===== src/rtl/music_player.sv =====
// rtl/music_player.sv - note ROM sequencer and square-wave buzzer tone generator
module music_player #(
   parameter int          BEAT_CYCLES = 12_500_000,
   parameter int          GAP_CYCLES  = 500_000,
   parameter int          SONG_LEN    = 176,
   // Nonzero replaces the tone counter wrap point so short beats can show
   // toggling; the registered half_period always keeps the table value.
   parameter logic [19:0] HP_OVERRIDE = 20'd0
) (
   input  logic       clk,
   input  logic       rst,
   input  logic       start,
   input  logic       stop,
   input  logic       loop,
   output logic [7:0] rom_addr,
   input  logic [7:0] rom_note,
   output logic       tone,
   output logic [7:0] cur_note,
   output logic       busy,
   output logic       done
);

   typedef enum logic [1:0] {IDLE, FETCH, LOAD, PLAY} state_t;
   typedef enum logic [1:0] {ADDR_HOLD, ADDR_ZERO, ADDR_INC} addr_op_t;

   localparam logic [23:0] LAST_BEAT = 24'(BEAT_CYCLES - 3);
   localparam logic [23:0] GAP_START = 24'(BEAT_CYCLES - 2 - GAP_CYCLES);
   localparam logic [8:0]  LAST_ADDR = 9'(SONG_LEN - 1);

   state_t      state, state_next;
   addr_op_t    addr_op;
   logic        done_next;
   logic [23:0] beat_cnt;
   logic [19:0] tone_cnt;
   logic [19:0] half_period;
   logic [19:0] hp_wrap;
   logic        tone_ph;
   logic        last_beat;
   logic        in_gap;
   logic        note_valid;
   logic [6:0]  k;
   logic [2:0]  octave;
   logic [3:0]  semi;
   logic [19:0] hp_base;
   logic [19:0] hp_calc;

   assign busy      = (state != IDLE);
   assign last_beat = (beat_cnt == LAST_BEAT);
   assign in_gap    = (beat_cnt >= GAP_START);
   assign hp_wrap   = (HP_OVERRIDE != 20'd0) ? HP_OVERRIDE : half_period;
   // Tone is only heard in PLAY, outside the articulation gap, and for real notes.
   assign tone      = (state == PLAY) && tone_ph && !in_gap && (cur_note != 8'd0);

   // Note code to half-period: split k = n-1 into octave and semitone, then scale C2..B2.
   always_comb begin
      note_valid = (rom_note != 8'd0) && (rom_note <= 8'd96);
      k          = 7'(rom_note - 8'd1);
      octave     = 3'd0;
      semi       = 4'(k);
      for (int i = 1; i < 8; i++) begin
         if (k >= 7'(12 * i)) begin
            octave = 3'(i);
            semi   = 4'(k - 7'(12 * i));
         end
      end
      case (semi)
         4'd0:    hp_base = 20'd764456;
         4'd1:    hp_base = 20'd721546;
         4'd2:    hp_base = 20'd681050;
         4'd3:    hp_base = 20'd642824;
         4'd4:    hp_base = 20'd606745;
         4'd5:    hp_base = 20'd572691;
         4'd6:    hp_base = 20'd540549;
         4'd7:    hp_base = 20'd510210;
         4'd8:    hp_base = 20'd481574;
         4'd9:    hp_base = 20'd454545;
         4'd10:   hp_base = 20'd429034;
         4'd11:   hp_base = 20'd404954;
         default: hp_base = 20'd0;
      endcase
      hp_calc = hp_base >> octave;
   end

   // State register.
   always_ff @(posedge clk) begin
      if (rst) state <= IDLE;
      else     state <= state_next;
   end

   // Next state and control: stop beats start, start restarts from any state.
   always_comb begin
      state_next = state;
      addr_op    = ADDR_HOLD;
      done_next  = 1'b0;
      if (stop && state != IDLE) begin
         state_next = IDLE;
      end else if (start && !stop) begin
         state_next = FETCH;
         addr_op    = ADDR_ZERO;
      end else begin
         case (state)
            FETCH: state_next = LOAD;
            LOAD:  state_next = PLAY;
            PLAY: begin
               if (last_beat) begin
                  if ({1'b0, rom_addr} < LAST_ADDR) begin
                     state_next = FETCH;
                     addr_op    = ADDR_INC;
                  end else if (loop) begin
                     state_next = FETCH;
                     addr_op    = ADDR_ZERO;
                  end else begin
                     state_next = IDLE;
                     done_next  = 1'b1;
                  end
               end
            end
            default: state_next = state;
         endcase
      end
   end

   // Datapath: address stepping, note capture at LOAD, beat and tone counters.
   always_ff @(posedge clk) begin
      if (rst) begin
         rom_addr    <= 8'd0;
         cur_note    <= 8'd0;
         half_period <= 20'd1;
         tone_cnt    <= 20'd0;
         tone_ph     <= 1'b0;
         beat_cnt    <= 24'd0;
         done        <= 1'b0;
      end else begin
         done <= done_next;
         case (addr_op)
            ADDR_ZERO: rom_addr <= 8'd0;
            ADDR_INC:  rom_addr <= rom_addr + 8'd1;
            default:   rom_addr <= rom_addr;
         endcase
         if (state == PLAY) begin
            beat_cnt <= beat_cnt + 24'd1;
            if (tone_cnt == hp_wrap - 20'd1) begin
               tone_cnt <= 20'd0;
               tone_ph  <= ~tone_ph;
            end else begin
               tone_cnt <= tone_cnt + 20'd1;
            end
         end
         if (state == LOAD && state_next == PLAY) begin
            cur_note    <= note_valid ? rom_note : 8'd0;
            half_period <= note_valid ? hp_calc : 20'd1;
            tone_cnt    <= 20'd0;
            tone_ph     <= 1'b0;
            beat_cnt    <= 24'd0;
         end
         if (state_next == IDLE) cur_note <= 8'd0;
      end
   end

endmodule


===== config.mk =====
export PLATFORM = sky130hd
export DESIGN_NAME = music_player
export DESIGN_NICKNAME = d
export VERILOG_FILES = /design/src/rtl/music_player.sv
export SDC_FILE = /design/constraint.sdc
export NUM_CORES = 1
export LEC_CHECK = 0
export CORE_AREA = 2 2 126 128
export CTS_CLUSTER_SIZE = 25
export DETAILED_ROUTE_END_ITERATION = 8
export DIE_AREA = 0 0 128 130
export HOLD_SLACK_MARGIN = 0.12
export PLACE_DENSITY = 0.67
export SYNTH_ARGS = -nofsm -noshare
export SYNTH_HDL_FRONTEND = slang
export SYNTH_SLANG_ARGS = --single-unit

===== constraint.sdc =====
create_clock -name clk -period 5.15 [get_ports clk]
set_clock_uncertainty 0.05 [all_clocks]
set_input_delay 0.515 -clock clk [delete_from_list [all_inputs] [get_ports clk]]
set_output_delay 0.515 -clock clk [all_outputs]
set_load 0.03 [all_outputs]

Word level (Yosys, flattened, before mapping)
Memory sizes are Yosys's and may differ from the RTL's. Index checks and enable logic that the tools add are counted.

Register bits: 84. Memory bits (read-only): 320. Bits of input ports: 13. Output and inout bits: 19. Memories kept: 1.

Add/subtract/negate cells: 12. Order comparisons: 10. Equal/unequal tests: 8. Shifts and indexed selects: 1. Muxes and demuxes: 30. Bitwise gates (word level): 3. Reductions and logical operators: 18.

Memory list: (no name shown) (depth 16, bits a word 20, read ports 1, clocked after Yosys merged registers in 0, wr ports 0, RTL line 66) `case (semi)`.

Operators with widths (number): 20-bit two-way mux (2); 4-bit two-way mux (7); 24-bit by 1-bit adder with 24-bit output, second input constant (1); 24-bit == test, second input constant (1); 24-bit greater-or-equal comparator, second input constant (1); 7-bit by 6-bit greater-or-equal comparator with 1-bit output, second input constant (3); 20-bit by 1-bit adder with 20-bit output, second input constant (1); 20-bit == test (1); 20-bit by 3-bit right shift with 20-bit output (1); 20-bit by 1-bit subtractor with 20-bit output, second input constant (1); 3-bit two-way mux (6); 2-bit two-way mux (8); 8-bit case mux with 2 select lines (1); 8-bit nonzero test (2); 4-bit subtractor, second input constant (4); 7-bit greater-or-equal comparator, second input constant (2); 8-bit by 1-bit adder with 8-bit output, second input constant (1); 2-bit == test, second input constant (4); 8-bit by 7-bit less-or-equal comparator with 1-bit output, second input constant (1); 8-bit < comparator, second input constant (1); 8-bit two-way mux (1); 4-bit by 3-bit subtractor with 4-bit output, second input constant (2); 7-bit by 4-bit greater-or-equal comparator with 1-bit output, second input constant (1); 7-bit by 5-bit greater-or-equal comparator with 1-bit output, second input constant (1); other kinds (13) (28).

Logic depth before layout (Yosys ltp)
Gate-level depths: netlist of run 1. An unclocked memory read counts as a cell.

Depth in word-level cells: 12. Depth in mapped cells: 18. Depth with buffers taken out: 15.

Worst setup path after synthesis of run 1
OpenSTA, ideal clock, no wires.

Path type: input to register. Start point: input port rom_note[0]. End point: register half_period[2]. Setup time: 0.061 ns. Arrival: 4.496 ns. Required time: 5.039 ns. Slack: 0.543 ns. Stages on the path: 17. Buffers on the path: 2. Cells stage by stage: clkbuf_1 > inv_1 > ha_1 > xnor2_2 > inv_2 > ha_1 > and3_1 > nor4_2 > o211ai_1 > and2_1 > o31ai_1 > clkbuf_1 > a21oi_1 > or3_4 > mux2_2 > a222oi_1 > a32o_1.

Word-level cells in the longest chain between the ends: 12.

RTL lines: start: declaration (RTL line 16) `input logic [7:0] rom_note,`; 7-bit by 1-bit subtractor with 7-bit output (RTL line 57) `k = 7'(rom_note - 8'd1);`; 7-bit by 4-bit greater-or-equal comparator with 1-bit output / 4-bit subtractor (equally long branches) (RTL line 61, 63); 4-bit two-way mux (7 in series) (RTL line 61) `if (k >= 7'(12 * i)) begin`; memory 16 x 20 bit; 20-bit by 3-bit right shift with 20-bit output (RTL line 81) `hp_calc = hp_base >> octave;`; 20-bit two-way mux (*) (RTL line 151) `half_period <= note_valid ? hp_calc : 20'd1;`; end signal: assignment (RTL line 151); end: declaration (RTL line 35) `logic [19:0] half_period;`.

Mark *: on every way between the ends. The rest lies on a longest branch, timed or not. A chain may end at the register's enable or synchronous reset.

Final worst setup path of run 1
Start point: input port rom_note[1]. End point: register half_period[2].

The elaborated chain is that of the path after synthesis.

==> results of run 1 <==
[kinds of logic after synthesis]
logic type | synth area share
adders and majority gates | 0.0312
and+or+nand+nor | 0.284
muxes | 0.0289
AOI/OAI and AO/OA | 0.235
xor gates and xnor gates | 0.102
DFF | 0.279
buffers and inverters | 0.0403
[layout by cell type, fill, tap and decap left out, types with 5 or more instances in the layout]
cell type	count
a211o_1	9
a211oi_1	10
a21oi_1	31
a22oi_1	16
a31oi_1	11
a32o_1	5
a32oi_1	5
and2_1	5
and3_1	19
buf_4	33
clkbuf_16	9
clkdlybuf4s50_1	31
dfxtp_1	84
ha_1	15
inv_1	17
mux2i_1	14
nand2_1	59
nand2b_1	5
nand3_1	33
nand4_1	14
nor2_1	106
nor2b_1	8
nor3_1	22
nor4_1	18
o211ai_1	19
o21ai_0	31
o22ai_1	6
o31ai_1	5
or2_2	5
or3_1	8
or4_1	5
xnor2_1	25
xor2_1	43
[final cells by class]
class                           instances  area, um^2
Timing Repair Buffer                   64         558
Clock inverter                          6        46.3
Tap cell                              192         240
Clock buffer                           10         239
Inverter                               18        67.6
Fill cell                            1547        8480
Sequential cell                        84        1680
Multi-Input combinational cell        632        4110
[report_power, final]
group / total (mW) / internal, mW / leakage, nW / switching, mW
registers: 0.653 / 0.651 / 0.677 / 0.00178
logic: 0.428 / 0.161 / 1.63 / 0.267
clock network: 0.619 / 0.343 / 0.135 / 0.276
total: 1.70 / 1.15 / 2.44 / 0.545
[flip-flops by register name, indices dropped and copies added, names as in the netlist]
register / cells
tone_ph: 1
rom_addr: 8
cur_note: 8
tone_cnt: 20
done: 1
state: 2
half_period: 20
beat_cnt: 24
[per-stage QoR]
step / power, mW / hold slack [ns] / cells / setup WS, ns
finish: 1.70 / 0.416 / 1006 / 0.440
global route: 1.78 / 0.421 / 1006 / 0.107
CTS: 1.70 / 0.418 / 1006 / 0.489
detailed placement: 1.08 / 0.409 / 990 / 0.144
global placement: 1.09 / 0.409 / 990 / 0.229
floorplan: 0.954 / 0.413 / 776 / 0.543
[worst min-delay path: stages (launching register included)]
cell and delay (ns):
dfxtp_1 0.33, nand2_1 0.06, nor2_1 0.03
[synth_stat cells, types with 4 or more instances]
library cell	n	area share
nor2_1	106	0.066
dfxtp_1	84	0.28
nand2_1	59	0.037
xor2_1	43	0.063
clkbuf_1	34	0.021
nand3_1	33	0.027
a21oi_1	31	0.026
o21ai_0	31	0.026
xnor2_1	25	0.036
nor3_1	23	0.019
and3_1	19	0.020
nor4_1	19	0.020
o211ai_1	19	0.024
inv_1	17	0.011
a22oi_1	16	0.020
ha_1	15	0.031
mux2i_1	14	0.023
nand4_1	14	0.015
a31oi_1	11	0.011
a211oi_1	10	0.012
a211o_1	9	0.013
nor2b_1	8	0.0083
or3_1	8	0.0083
o22ai_1	6	0.0062
a32o_1	5	0.0083
a32oi_1	5	0.0073
and2_1	5	0.0052
nand2b_1	5	0.0052
o31ai_1	5	0.0062
or2_2	5	0.0052
or4_1	5	0.0062
buf_1	4	0.0025
[final timing paths]
path | start | endpoint | slack (ns) | depth (start not counted)
worst max-delay path | rom_note[1] | half_period[2]$_SDFFE_PP0P_ | 0.44 | 14
worst max register to register | half_period[1]$_SDFFE_PP0P_ | tone_cnt[7]$_SDFFE_PP0P_ | 1.21 | 12
worst min-delay path | cur_note[7]$_SDFFE_PP0P_ | cur_note[7]$_SDFFE_PP0P_ | 0.42 | 2
worst min register to register | cur_note[7]$_SDFFE_PP0P_ | cur_note[7]$_SDFFE_PP0P_ | 0.42 | 2
[layer usage]
metal	up-vias	share of wire	track usage
met2	150	0.45	0.318
met1	2824	0.48	0.279
met3	22	0.044	0.0344
met5	-	0	0
li1	2951	-	-
met4	0	0.017	0.0498
==> impl_metrics.ini, run 1 <==
[power_and_ir_drop]
power_density_nw_per_um2 = 245
max-vdd-ir-drop_uv = 164
leakage_nw = 2.44

[sta]
period_share = 0.914
relSlewSlack = 0.267
fmax_mhz = 212
tightest_slew_ns = 1.10
setup_viol = 0
layout_min_cycle_time_ns = 4.71
fin_setup_tns_ns = 0
hold_viol_final = 0
slew_violations = 0
grt_setup_unrepaired = no

[routing]
drtIter0Drc = 473
vias_per_cell = 5.91
totalWireLength_mm = 16.3
detail-route-antenna-nets = 0
wire_per_inst_um = 16.2
drt_pass1_iterations = 6
drc_errors = 0
vias = 5947

[logic_synthesis]
syn_avg_cell_area_um2 = 7.76
synth_seq_cells = 84
syn_inst = 776
synth-main-ff-cell = dfxtp_1
syn-cell-area_um2 = 6020
ys_seq_area_frac = 0.279
synth_cell_types = 82
yosys_warnings = 0
async_reset_ff_frac = 0
synth_edf_count = 0
syn-num-nets = 804

[floorplanning]
die_h_um = 130
dieArea_um2 = 16600
die_w_um = 128
io_pins = 32
initial_utilization = 0.390
coreArea_um2 = 15400
rows = 46

[grt]
grtUsageTotal = 0.199
grt_pass1_wl_mm = 27.2
grt_max_degree = 29
grt_pass1_vias = 5325
grt-ovfl-total = 0
antenna_found_initial = 0

[clock_tree]
ctsHoldBuffers = 0
cts-buffers-inserted = 9
cts_tree = built
clock_latency_ns = 0.35
postCtsResizedCells = 0
cts.sinks = 84
cts_setup_buffers = 0
path_clk_slew_ns = 0.06
cts_root_buf = clkbuf_16
cts_max_level = 3
cts.path.max_buffers = 2

[placement]
io_buffers = 31
place_congestion = 0.961
dpl-instance-area_um2 = 6660
dpl.hpwl_mm = 12.4

[setup_path]
slowest_stage = or4b_4
crit_type = primary input to register
cp_data_required_time_ns = 5.33
crit_path_frequent_cell = or4b_4
critPathTopFamily = compound AO/OA/AOI/OAI gates
critPathArrivalTime_ns = 4.89
cp_num_buf_inv = 3
critPathCaptureType = register
startpoint_type = primary input
crit_chain = clkdlybuf4s50_1, inv_1, ha_1, or4b_4, or4b_4, o31a_4, a221o_1, a31oi_2, nor3_1, buf_4, a311oi_1, mux2_2, a222oi_1, a32o_1
critPathMaxStageDelay_ns = 0.53
path_max_fanout = 11

[final_layout]
area_growth_syn_to_layout_pct = 15.3
final_core_util = 0.450
drive_gt1_frac = 0.0921
final_nets = 837
stdcell_area_um2 = 6940
diodes = 0

[job]
drv_cap = 0

[run_status]
status = complete, no violations

[min_path]
hp-class = register to register
Power figures use the tool's default switching activity.
==> run 2, diff against run 1 <==
==> constraint.sdc (replaced) <==
create_clock -name clk -period 5.6 [get_ports clk]
set_clock_uncertainty 0.05 [all_clocks]
set_input_delay 0.56 -clock clk [delete_from_list [all_inputs] [get_ports clk]]
set_output_delay 0.56 -clock clk [all_outputs]
set_load 0.03 [all_outputs]
==> impl_metrics.ini, run 2 (same netlist as run 1, synthesis figures left out) <==
[run_status]
status = complete, no violations

[setup_path]
r2r-start = half_period[0]$_SDFFE_PP1P_
path_max_fanout = 11
critPathMaxStageDelay_ns = 0.65
startpoint_type = primary input
critPathArrivalTime_ns = 5.29
crit_type = primary input to register
crit_chain = clkdlybuf4s50_1, inv_1, ha_1, or4b_4, nor3_1, nor2_1, a21oi_1, o31ai_1, buf_4, a2111oi_0, a311oi_1, mux2_2, a222oi_1, a32o_1
r2r_slack_ns = 1.57
critPathTopFamily = compound AO/OA/AOI/OAI gates
critPathCaptureType = register
r2r_cells = 12
cp_num_buf_inv = 3
cp_data_required_time_ns = 5.83
r2r_end = tone_cnt[14]$_SDFFE_PP0P_
slowest_stage = a2111oi_0

[routing]
detail-route-antenna-nets = 0
drt_pass1_iterations = 5
vias = 5944
wire_per_inst_um = 16.6
vias_per_cell = 5.94
totalWireLength_mm = 16.6
drc_errors = 0
drtIter0Drc = 546

[min_path]
worstHoldStart = cur_note[7]$_SDFFE_PP0P_
hp-class = register to register
holdPathStages = 2
hold_end = cur_note[7]$_SDFFE_PP0P_

[clock_tree]
postCtsResizedCells = 0
cts_root_buf = clkbuf_16
cts_max_level = 3
cts.path.max_buffers = 2
clock_latency_ns = 0.34
cts_setup_buffers = 0
cts.sinks = 84
cts_tree = built
ctsHoldBuffers = 0
cts-buffers-inserted = 9
path_clk_slew_ns = 0.06

[sta]
period_share = 0.903
relSlewSlack = 0.260
slew_violations = 0
hold_viol_final = 0
fin_ws_ns = 0.541
fin_setup_tns_ns = 0
grt_setup_unrepaired = no
layout_min_cycle_time_ns = 5.06
fin_hold_ws_ns = 0.399
fmax_mhz = 198
setup_viol = 0
tightest_slew_ns = 1.11

[floorplanning]
coreArea_um2 = 15400
die_h_um = 130
die_w_um = 128
initial_utilization = 0.390
rows = 46
dieArea_um2 = 16600
io_pins = 32

[final_layout]
final_cells = 1001
top_regs = beat_cnt x24, half_period x20, tone_cnt x20
layout_common_cells = nor2_1 (106), dfxtp_1 (84), nand2_1 (59), xor2_1 (43), nand3_1 (33)
area_growth_syn_to_layout_pct = 14.7
diodes = 0
final_nets = 832
final_core_util = 0.448
final_common_cell = nor2_1
largest_reg_flops = 24
drive_gt1_frac = 0.0853
regMostFlops = beat_cnt
stdcell_area_um2 = 6910

[power_and_ir_drop]
max-vdd-ir-drop_uv = 195
leakage_nw = 2.42
power_density_nw_per_um2 = 227
power.total_mw = 1.57

[grt]
grt_pass1_wl_mm = 27.1
grt-ovfl-total = 0
antenna_found_initial = 0
grt_pass1_vias = 5456
grt_max_degree = 29
grtUsageTotal = 0.200

[placement]
dpl-instance-area_um2 = 6620
dp_cells = 985
dpl.hpwl_mm = 12.4
io_buffers = 31
post-place-ws_ns = 0.375
place_congestion = 0.922

[job]
drv_cap = 0
run 2: layout make-up:
type / instances / area [um^2]
fill: 1526 / 8520
multi-input combinational: 632 / 4110
sequential: 84 / 1680
timing repair buffer: 59 / 520
clock buffer: 12 / 256
tap: 192 / 240
inverter: 18 / 67.6
clock inverter: 4 / 31.3
run 2: report_power, final:
| part | internal [mW] | switching, mW |
|---|---|---|
| sequential | 0.599 | 0.00162 |
| clock | 0.327 | 0.246 |
| combinational | 0.146 | 0.250 |
run 2: per-layer routing:
layer	part of all wire	wire length, um	up-vias	GRT usage
met4	0.029	482	0	0.0756
li1	-	-	2945	-
met2	0.46	7650	185	0.325
met1	0.46	7690	2769	0.264
met5	0	0	-	0
met3	0.048	791	45	0.0373
run 2: worst reg2reg max path, stage by stage (launching register included):
cell	delay, ns
dfxtp_1	0.38
inv_1	0.09
ha_1	0.18
or4b_2	0.67
nor3_1	0.33
mux2i_1	0.12
nor2_1	0.09
a41oi_1	0.05
or4_1	0.55
or4_1	0.44
or2_2	0.32
nand2_1	0.51
nor2_1	0.12
run 2: how the worst max path moves through the flow:
stage,startpoint,end,slack (ns),cells past startpoint
2_1_floorplan,rom_note[0],half_period[2]$_SDFFE_PP0P_,0.95,17
3_3_place_gp,rom_note[0],half_period[2]$_SDFFE_PP0P_,0.22,18
3_5_place_dp,rom_note[1],half_period[2]$_SDFFE_PP0P_,0.38,14
4_1_cts,rom_note[1],half_period[2]$_SDFFE_PP0P_,0.72,14
5_1_grt,rom_note[1],half_period[2]$_SDFFE_PP0P_,0.33,14
6_report,rom_note[1],half_period[2]$_SDFFE_PP0P_,0.54,14
